===== src/rtl/rv_fetch_queue_pkg.sv =====
// Shared types and defaults for the instruction-fetch front end.
// Fetch FSM states plus the default address width and reset vector.
package rv_fetch_queue_pkg;

  localparam int          XLEN_DEF      = 32;
  localparam logic [31:0] RESET_VEC_DEF = 32'h0000_0000;

  typedef enum logic [1:0] {
    ST_IDLE  = 2'd0,
    ST_REQ   = 2'd1,
    ST_DRAIN = 2'd2
  } fetch_state_t;

endpackage


===== src/rtl/rv_fifo_sync.sv =====
// Generic synchronous FIFO: power-of-two depth, synchronous clear,
// head presented from storage registers (zero when empty).
module rv_fifo_sync #(
  parameter int WIDTH = 64,
  parameter int DEPTH = 2
) (
  input  logic                       clk,
  input  logic                       rst_n,
  input  logic                       clear,
  input  logic                       push,
  input  logic                       pop,
  input  logic [WIDTH-1:0]           wdata,
  output logic [WIDTH-1:0]           head,
  output logic                       valid,
  output logic [$clog2(DEPTH):0]     count
);

  localparam int AW = $clog2(DEPTH);
  localparam int CW = AW + 1;

  logic [WIDTH-1:0] mem [DEPTH];
  logic [AW-1:0]    rd_ptr;
  logic [AW-1:0]    wr_ptr;

  // Clear wins over push and pop; pointers wrap on their natural width.
  always_ff @(posedge clk or negedge rst_n) begin
    if (!rst_n) begin
      rd_ptr <= '0;
      wr_ptr <= '0;
      count  <= '0;
    end else if (clear) begin
      rd_ptr <= '0;
      wr_ptr <= '0;
      count  <= '0;
    end else begin
      if (push) wr_ptr <= wr_ptr + 1'b1;
      if (pop)  rd_ptr <= rd_ptr + 1'b1;
      count <= count + CW'(push) - CW'(pop);
    end
  end

  always_ff @(posedge clk) begin
    if (push && !clear) mem[wr_ptr] <= wdata;
  end

  assign valid = (count != '0);
  assign head  = valid ? mem[rd_ptr] : '0;

  a_no_overflow : assert property (@(posedge clk) disable iff (!rst_n)
    !(push && !pop && !clear && (count == CW'(DEPTH))));

endmodule


===== src/rtl/rv_fetch_queue.sv =====
// Instruction-fetch front end: single-outstanding bus initiator feeding a
// small prefetch queue; redirects flush the queue and drop stale responses.
module rv_fetch_queue
  import rv_fetch_queue_pkg::*;
#(
  parameter int              XLEN      = XLEN_DEF,
  parameter int              DEPTH     = 2,
  parameter logic [XLEN-1:0] RESET_VEC = XLEN'(RESET_VEC_DEF)
) (
  input  logic            i_clk,
  input  logic            i_reset_n,
  input  logic            i_fetch_stall,
  input  logic            i_flush,
  input  logic [XLEN-1:0] i_pc_target,
  output logic            o_bus_req,
  output logic [XLEN-1:0] o_bus_addr,
  input  logic            i_bus_ack,
  input  logic [XLEN-1:0] i_bus_data,
  output logic            o_fetch_bus_ack,
  output logic [XLEN-1:0] o_instr,
  output logic [XLEN-1:0] o_pc
);

  localparam int            CW      = $clog2(DEPTH) + 1;
  localparam logic [CW-1:0] DEPTH_C = CW'(DEPTH);

  fetch_state_t    state, state_next;
  logic [XLEN-1:0] pc_next, pc_d, bus_addr_d, target;
  logic            bus_req_d, push, pop, head_valid;
  logic [CW-1:0]   count, fill_after;
  logic [2*XLEN-1:0] head;

  assign target     = i_pc_target & ~XLEN'(3);
  assign pop        = head_valid & ~i_fetch_stall & ~i_flush;
  assign fill_after = count + CW'(1) - CW'(pop);

  always_ff @(posedge i_clk or negedge i_reset_n) begin
    if (!i_reset_n) begin
      state      <= ST_IDLE;
      pc_next    <= RESET_VEC;
      o_bus_req  <= 1'b0;
      o_bus_addr <= RESET_VEC;
    end else begin
      state      <= state_next;
      pc_next    <= pc_d;
      o_bus_req  <= bus_req_d;
      o_bus_addr <= bus_addr_d;
    end
  end

  // Credit check uses the post-push/pop fill so back-to-back fetches stream.
  always_comb begin
    state_next = state;
    pc_d       = pc_next;
    push       = 1'b0;
    case (state)
      ST_IDLE: begin
        if (i_flush) pc_d = target;
        if (i_flush || (count < DEPTH_C)) state_next = ST_REQ;
      end
      ST_REQ: begin
        if (i_flush) begin
          pc_d       = target;
          state_next = i_bus_ack ? ST_IDLE : ST_DRAIN;
        end else if (i_bus_ack) begin
          push       = 1'b1;
          pc_d       = pc_next + XLEN'(4);
          state_next = (fill_after < DEPTH_C) ? ST_REQ : ST_IDLE;
        end
      end
      ST_DRAIN: begin
        if (i_flush)   pc_d       = target;
        if (i_bus_ack) state_next = ST_IDLE;
      end
      default: state_next = ST_IDLE;
    endcase
  end

  // The address only moves when a fresh request is launched; a draining
  // request keeps its original address until the stale ack arrives.
  always_comb begin
    bus_req_d  = (state_next != ST_IDLE);
    bus_addr_d = o_bus_addr;
    if ((state_next == ST_REQ) && ((state != ST_REQ) || i_bus_ack)) bus_addr_d = pc_d;
  end

  rv_fifo_sync #(
    .WIDTH (2*XLEN),
    .DEPTH (DEPTH)
  ) u_queue (
    .clk   (i_clk),
    .rst_n (i_reset_n),
    .clear (i_flush),
    .push  (push),
    .pop   (pop),
    .wdata ({pc_next, i_bus_data}),
    .head  (head),
    .valid (head_valid),
    .count (count)
  );

  assign o_fetch_bus_ack = head_valid;
  assign o_pc            = head[2*XLEN-1:XLEN];
  assign o_instr         = head[XLEN-1:0];

endmodule


===== config.mk =====
export PLATFORM = sky130hd
export DESIGN_NAME = rv_fetch_queue
export DESIGN_NICKNAME = d
export VERILOG_FILES = /design/src/rtl/rv_fetch_queue_pkg.sv /design/src/rtl/rv_fifo_sync.sv /design/src/rtl/rv_fetch_queue.sv
export SDC_FILE = /design/constraint.sdc
export NUM_CORES = 1
export LEC_CHECK = 0
export ABC_AREA = 1
export CAP_MARGIN = 20
export CELL_PAD_IN_SITES_DETAIL_PLACEMENT = 1
export CELL_PAD_IN_SITES_GLOBAL_PLACEMENT = 2
export CORE_MARGIN = 4
export CORE_UTILIZATION = 28
export DETAILED_ROUTE_END_ITERATION = 7
export PLACE_DENSITY_LB_ADDON = 0.08
export SYNTH_ARGS = -nofsm -noshare
export SYNTH_HDL_FRONTEND = slang
export SYNTH_HIERARCHICAL = 1
export SYNTH_SLANG_ARGS = --single-unit

===== constraint.sdc =====
create_clock -name i_clk -period 10.5 [get_ports i_clk]
set_clock_uncertainty 0.15 [all_clocks]
set_input_delay 2.1 -clock i_clk [delete_from_list [all_inputs] [get_ports i_clk]]
set_output_delay 2.1 -clock i_clk [all_outputs]
set_load 0.05 [all_outputs]

After elaboration in Yosys (flattened, before gate mapping). Memories as Yosys holds them, arrays and structs flattened. Cells that the tools add are included.

Bits in registers: 71. Memory bits (writable): 128. Memories: 1.

Add/sub/neg operators: 7. Magnitude comparators: 2. Eq/ne operators: 4. Multiplexer cells: 22. Bitwise operators: 4. Reductions and logical operators: 11.

Memories: u_queue.mem (depth 2, width 64, rd ports 1, clocked after Yosys merged registers in 0, write ports 1, RTL line rv_fifo_sync.sv:21) `logic [WIDTH-1:0] mem [DEPTH];`.

Operators with widths (count): $mux W32 (3); $mux W64 (1); $pmux W32 S2 (1); $add A32 B3 Y32 const B (1); $mux W2 (6); $mux W1 (10); $reduce_bool A2 Y1 (4); $pmux W2 S3 (1); $eq A2 B1 Y1 const B (2); $lt A2 B2 Y1 const B (2); $sub A2 B1 Y2 (2); $add A1 B1 Y1 const B (2); $add A2 B1 Y2 (1); $add A2 B1 Y2 const B (1); $and A1 B1 Y1 (2); $eq A2 B2 Y1 const B (1); $logic_and A1 B1 Y1 (2); $logic_not A2 Y1 (1); $logic_or A1 B1 Y1 (2); $ne A2 B1 Y1 const B (1); $not A1 Y1 (2); $reduce_or A2 Y1 (1); $logic_not A1 Y1 (1).

Depth between registers and ports, before layout. Gate-level depths: netlist of run 1.

Depth after elaboration: 11. Gate-level depth with buffers: 15. Gate-level depth less buffers: 12.

Hierarchy. Netlist of run 1, hierarchy kept.

By module, submodules not included: rv_fifo_sync (instances 1, cells each 370, area each 4994.8 sq um); rv_fetch_queue (instances 1, cells each 571, area each 4013.8 sq um).

Worst setup path after synthesis of run 1. No wires, ideal clock.

Path kind: input to register. Start: input port i_flush. End: memory u_queue.mem[0][0] (enable). Library setup time: 0.487 ns. Data arrival time: 5.554 ns. Path slack: 4.309 ns. Stages on the path: 5. Cell sequence: buf_2 buf_1 nor3_1 nand2_1 nor2_1.

Longest elaborated chain between the ends: 5.

Ends and longest elaborated chain: start: declaration (RTL line rv_fetch_queue.sv:13) `input logic i_flush,`; $mux W1 (RTL line rv_fetch_queue.sv:62) `if (i_flush) begin`; $mux W1 (RTL line rv_fetch_queue.sv:56) `case (state)`; via push (RTL line rv_fetch_queue.sv:29) `logic bus_req_d, push, pop, head_valid;`; $logic_and A1 B1 Y1 (RTL line rv_fifo_sync.sv:43) `if (push && !clear) mem[wr_ptr] <= wdata;`; $mux W1 (RTL line rv_fifo_sync.sv:43); $mux W1 (implied by the code) (RTL line rv_fifo_sync.sv:43); end: declaration (RTL line rv_fifo_sync.sv:21).

The timed path passes the listed nets, and every way through them passes these cells.

Final worst setup path of run 1.
Start: register u_queue.rd_ptr. End: output port o_pc[10].

Longest elaborated chain between the ends: 2.

Ends and longest elaborated chain: start: declaration (RTL line rv_fifo_sync.sv:22) `logic [AW-1:0] rd_ptr;`; start signal: assignment (RTL line rv_fifo_sync.sv:37) `if (pop) rd_ptr <= rd_ptr + 1'b1;`; $mem_v2 Z2 W64; $mux W64 (RTL line rv_fifo_sync.sv:47) `assign head = valid ? mem[rd_ptr] : '0;`; end: declaration (RTL line rv_fetch_queue.sv:21) `output logic [XLEN-1:0] o_pc`.

Every way passes these cells.

==> results.toml, run 1 <==
[worst_setup_path]
r2r_end = "o_bus_addr[28]$_DFFE_PN0P_"
r2r_slack_ns = 7.11
arrival_ns = 2.68
crit_path_end_kind = "output pin"
cpPeakStageDelay_ns = 0.85
crit_fanout = 64
cp-start-kind = "register"
r2r_cells = 8
worstSetupPathType = "register to output pin"
cp.required_ns = 8.25
critical_path.cell_chain = "inv_2, buf_4, nand2_1, a21oi_1, clkdlybuf4s50_1"
crit-reg2reg-launch = "state[0]$_DFF_PN0_"
crit_path_top_delay_cell = "clkdlybuf4s50_1"

[synth]
synth_top_area_share = 0.427
synth_commonest_cells = "nand2_1, edfxtp_1, a21oi_1"
yosysSeqAreaShare = 0.624
synthCells = 941
syn_area_per_cell_um2 = 9.57
yosys_warnings = 6
yosysTopAreaCell = "edfxtp_1"
syn_area_mm2 = 0.00901
async_flop_share = 0.357
synth_cell_types = 37
ys_seq_elements = 199
synth_edf_count = 128
synth_area_leaders = "edfxtp_1, dfrtp_1, nand2_1"
yosysMostFrequentCell = "nand2_1"
synth_nets = 1013
synth_flop_cell = "edfxtp_1"

[hold_path]
hold_path.class = "register to register"
hold_start = "o_bus_addr[17]$_DFFE_PN0P_"
holdPathEnd = "o_bus_addr[17]$_DFFE_PN0P_"
holdPathStages = 2

[run_status]
outcome = "complete, no violations"

[timing]
setup_ws_ns = 5.57
slew_violations = 0
worstMarginPinSlew_ns = 1.01
timing_hold_violations_final = 0
min_period_over_period = 0.469
fmax_mhz = 203
min_period_ns = 4.93
rsz0062_at_grt = "no"
finalSetupTns_ns = 0
setup_viol = 0
slew_headroom = 0.322

[cells_and_area]
drive_above_1_share = 0.0706
areaGrowthSynthToFinish_pct = 28.9
fin_util = 0.367
nNetsFinal = 1164
antenna_cells = 0
finalNonFillerCells = 1507

[global_route]
grt_pass1_vias = 7442
antenna_found_initial = 0
grt_overflow = 0
grt_max_degree = 72
grt_first_pass_wirelength_um = 43500
grt_use_total = 0.158

[routing]
wl_um = 27600
drc = 0
avgRoutedWirePerCell_um = 18.3
drtAntennaViolNets = 0
viasPerCell = 4.64
via_count = 6986
drt_iter0_markers = 240
drt_pass1_iterations = 4

[die]
num_rows = 65
initial_core_util = 0.285
die-area_mm2 = 0.0351
coreArea_mm2 = 0.0316
die_h_um = 187
num_io_pins = 167
fp.dieW_um = 187

[placed_design]
dp.cells = 1474
place_ws_ns = 5.28
gp_congestion = 0.786
dpl.hpwl_um = 18200
io_buffers = 164

[power]
power_leakage_uw = 0.00455
p_int_uw = 1780
switching_share = 0.442
p_comb_frac = 0.419
p_switching_uw = 1410
power.density_mw_per_mm2 = 275
power_frac_seq = 0.370
ir_drop_mv = 0.135
clock_power_share = 0.211

[clock_tree]
cts.path.max_buffers = 2
post_cts_buffers = 0
clkSinkCount = 199
cts_hold_buf = 0
cts_made_buffers = 17
insertion_delay_ns = 0.43
cts-root-buf = "clkbuf_16"
htreeDepth = 4
cts_resized = 0
clkTransAtPathRegs_ns = 0.07
tritoncts = "built"

[flow_run]
drv_cap = 0
## worst max path at each step
stage / start / endpoint / slack [ns] / depth (start not counted)
floorplan: i_flush / u_queue/mem[0][0]$_DFFE_PP_ / 4.31 / 5
global placement: i_bus_ack / u_queue/mem[0][26]$_DFFE_PP_ / 5.28 / 6
detailed placement: i_bus_ack / u_queue/mem[0][21]$_DFFE_PP_ / 5.28 / 6
CTS: u_queue/rd_ptr$_DFFE_PN0P_ / o_pc[10] / 5.45 / 5
global route: u_queue/rd_ptr$_DFFE_PN0P_ / o_pc[10] / 5.40 / 5
finish: u_queue/rd_ptr$_DFFE_PN0P_ / o_pc[10] / 5.57 / 5
## sequential cells by signal, indices dropped and copies added (netlist names)
register / flops
u_queue/mem: 128
u_queue/rd_ptr: 1
o_bus_addr: 32
u_queue/count: 2
o_bus_req: 1
u_queue/wr_ptr: 1
state: 2
pc_next: 32
## layout by cell type (no fill, tap or decap), types with 16 or more instances in the layout
master           count
edfxtp_1           128
o21ai_0             24
nand3_1             37
dfrtp_1             70
nand2_1            308
a21oi_1             80
o21ai_1             16
clkdlybuf4s50_1    163
clkbuf_16           18
nor2_1              74
inv_1               69
## power groups by stage
stage / Combinational, uW / Sequential (uW) / Clock, uW
after floorplan: 718 / 1330 / 0
after global placement: 1350 / 1200 / 0
after detailed placement: 1360 / 1200 / 0
after CTS: 1360 / 1180 / 700
after global routing: 1460 / 1210 / 730
final: 1340 / 1180 / 674
## logic make-up after synthesis
group / synth area share
compound gates: 0.0900
xor+xnor: 0.00292
fa+ha+maj: 0.00417
buf+inv: 0.0576
flops: 0.624
simple gates: 0.221
## metal layers
layer | track usage | wire, um | vias to the layer above
li1 | - | - | 3434
met1 | 0.218 | 13100 | 3410
met2 | 0.263 | 13200 | 125
met3 | 0.0265 | 955 | 17
met4 | 0.0381 | 332 | 0
met5 | 0 | 0 | -
## layout make-up
cell class	instances	area (um^2)
clock buffer	23	482
inverter	71	267
timing repair buffer	174	1730
multi-input combinational	629	2890
fill	3570	20000
tap	402	503
sequential	199	5620
clock inverter	9	115
## per-stage QoR
stage	hold slack, ns	power [uW]	area [um^2]
2_1_floorplan	0.292	2040	9010
3_3_place_gp	0.317	2550	11000
3_5_place_dp	0.318	2550	11000
4_1_cts	0.341	3250	11600
5_1_grt	0.366	3400	11600
6_report	0.334	3190	11600
## critical path: cells and delay by family, from the launching register on
| kind | cells | cell delay [ns] |
|---|---|---|
| flops | 1 | 0.41 |
| buf+inv | 3 | 1.46 |
| compound gates | 1 | 0.24 |
| simple gates | 1 | 0.11 |
Note: power is estimated with default switching activity, not from simulation.
==> run 2, diff against run 1 <==
Clock period 10.5 ns to 5.1 ns, I/O delays scaled along.
==> results.toml, run 2 (same netlist as run 1, synthesis figures left out) <==
[worst_setup_path]
r2r_slack_ns = 1.82
worstSetupPathType = "register to output pin"
crit_start = "u_queue/rd_ptr$_DFFE_PN0P_"
arrival_ns = 2.80
r2r_cells = 12
crit_fanout = 54
cp-start-kind = "register"
cp.required_ns = 3.93
crit_path_end_kind = "output pin"
crit-reg2reg-launch = "u_queue/count[1]$_DFF_PN0_"
r2r_end = "o_bus_addr[10]$_DFFE_PN0P_"
cp-endpoint = "o_pc[8]"

[clock_tree]
htreeDepth = 4
post_cts_buffers = 0
cts_made_buffers = 17
cts_resized = 0
cts_hold_buf = 0
cts-root-buf = "clkbuf_16"
clkSinkCount = 199
clkTransAtPathRegs_ns = 0.07
tritoncts = "built"
insertion_delay_ns = 0.44
cts.path.max_buffers = 2

[die]
die_h_um = 187
initial_core_util = 0.285
num_io_pins = 167
num_rows = 65
die-area_mm2 = 0.0351
coreArea_mm2 = 0.0316
fp.dieW_um = 187

[global_route]
grt_pass1_vias = 7344
grt_overflow = 0
antenna_found_initial = 0
grt_first_pass_wirelength_um = 43700
grt_max_degree = 67
grt_use_total = 0.161

[cells_and_area]
final_cell_mix = "nand2_1, clkdlybuf4s50_1, edfxtp_1"
drive_above_1_share = 0.0703
finalNonFillerCells = 1512
top_register = "u_queue/mem"
layout_commonest_cell = "nand2_1"
areaGrowthSynthToFinish_pct = 29.2
biggestRegsByFlops = "u_queue/mem x128, o_bus_addr x32, pc_next x32"
antenna_cells = 0
nNetsFinal = 1169
largest_reg_flops = 128

[run_status]
outcome = "complete, no violations"

[flow_run]
drv_cap = 0

[timing]
timing_hold_violations_final = 0
min_period_ns = 3.97
finalSetupTns_ns = 0
fmax_mhz = 252
setup_viol = 0
slew_headroom = 0.392
slew_violations = 0
worstMarginPinSlew_ns = 0.909
rsz0062_at_grt = "no"
min_period_over_period = 0.778

[placed_design]
io_buffers = 164
gp_congestion = 0.782
dpl.hpwl_um = 18800
dp.cells = 1480

[power]
power.density_mw_per_mm2 = 562
ir_drop_mv = 0.279
power_leakage_uw = 0.00454

[routing]
viasPerCell = 4.63
drc = 0
drt_pass1_iterations = 5
avgRoutedWirePerCell_um = 18.4
wl_um = 27800
drt_iter0_markers = 336
drtAntennaViolNets = 0
via_count = 7002

[hold_path]
hold_path.class = "register to register"
==> run 2: changes by cell type in the layout (fill, tap and decap cells not counted), sizes merged <==
cell and change:
clkbuf -3, clkinvlp +3, buf +5, clkinv +2, inv -2
==> run 2: report_power, final <==
group	internal, uW	switching [uW]	total [uW]
sequential	2060	366	2430
combinational	841	1940	2780
clock	723	609	1330
total	3630	2910	6540
==> run 2: how the worst min path moves through the flow <==
stage / endpoint / slack, ns / depth (start not counted) / start
2_1_floorplan: u_queue/mem[0][32]$_DFFE_PP_ / 0.29 / 0 / pc_next[0]$_DFF_PN0_
3_3_place_gp: o_bus_addr[24]$_DFFE_PN0P_ / 0.31 / 2 / o_bus_addr[24]$_DFFE_PN0P_
3_5_place_dp: o_bus_addr[22]$_DFFE_PN0P_ / 0.32 / 2 / o_bus_addr[22]$_DFFE_PN0P_
4_1_cts: o_bus_addr[21]$_DFFE_PN0P_ / 0.33 / 1 / i_reset_n
5_1_grt: o_bus_addr[21]$_DFFE_PN0P_ / 0.35 / 1 / i_reset_n
6_report: o_bus_addr[20]$_DFFE_PN0P_ / 0.33 / 2 / o_bus_addr[20]$_DFFE_PN0P_
==> run 2: metrics by stage <==
stage / total power (uW) / setup WS (ns) / area, um^2 / hold WS [ns] / utilization
after global placement: 5270 / 1.31 / 11100 / 0.314 / 0.350
final: 6540 / 1.13 / 11600 / 0.334 / 0.368
after global routing: 6960 / 0.930 / 11600 / 0.346 / 0.368
after floorplan: 4210 / -0.0112 / 9010 / 0.292 / -
after CTS: 6650 / 1.00 / 11600 / 0.326 / 0.368
after detailed placement: 5290 / 1.35 / 11100 / 0.315 / 0.350
==> run 2: metal layers <==
| layer | routed length, um | GRT usage | vias to the layer above |
|---|---|---|---|
| met2 | 13100 | 0.263 | 125 |
| met1 | 13600 | 0.225 | 3398 |
| met4 | 314 | 0.0395 | 0 |
| met3 | 831 | 0.0267 | 22 |
| met5 | 0 | 0 | - |
| li1 | - | - | 3457 |
==> run 2: final cells by class <==
| type | instances | area (um^2) |
|---|---|---|
| timing repair buffer | 179 | 1790 |
| clock inverter | 12 | 128 |
| multi-input combinational | 629 | 2890 |
| tap | 402 | 503 |
| inverter | 71 | 267 |
| clock buffer | 20 | 437 |
| sequential | 199 | 5620 |
| fill | 3579 | 20000 |
==> run 2: worst max-delay path, cell delays in order (launching register included) <==
cell and delay, ns:
dfrtp_2 0.41, inv_2 0.18, buf_4 0.53, nand2_1 0.11
a21oi_1 0.21, clkdlybuf4s50_1 0.84
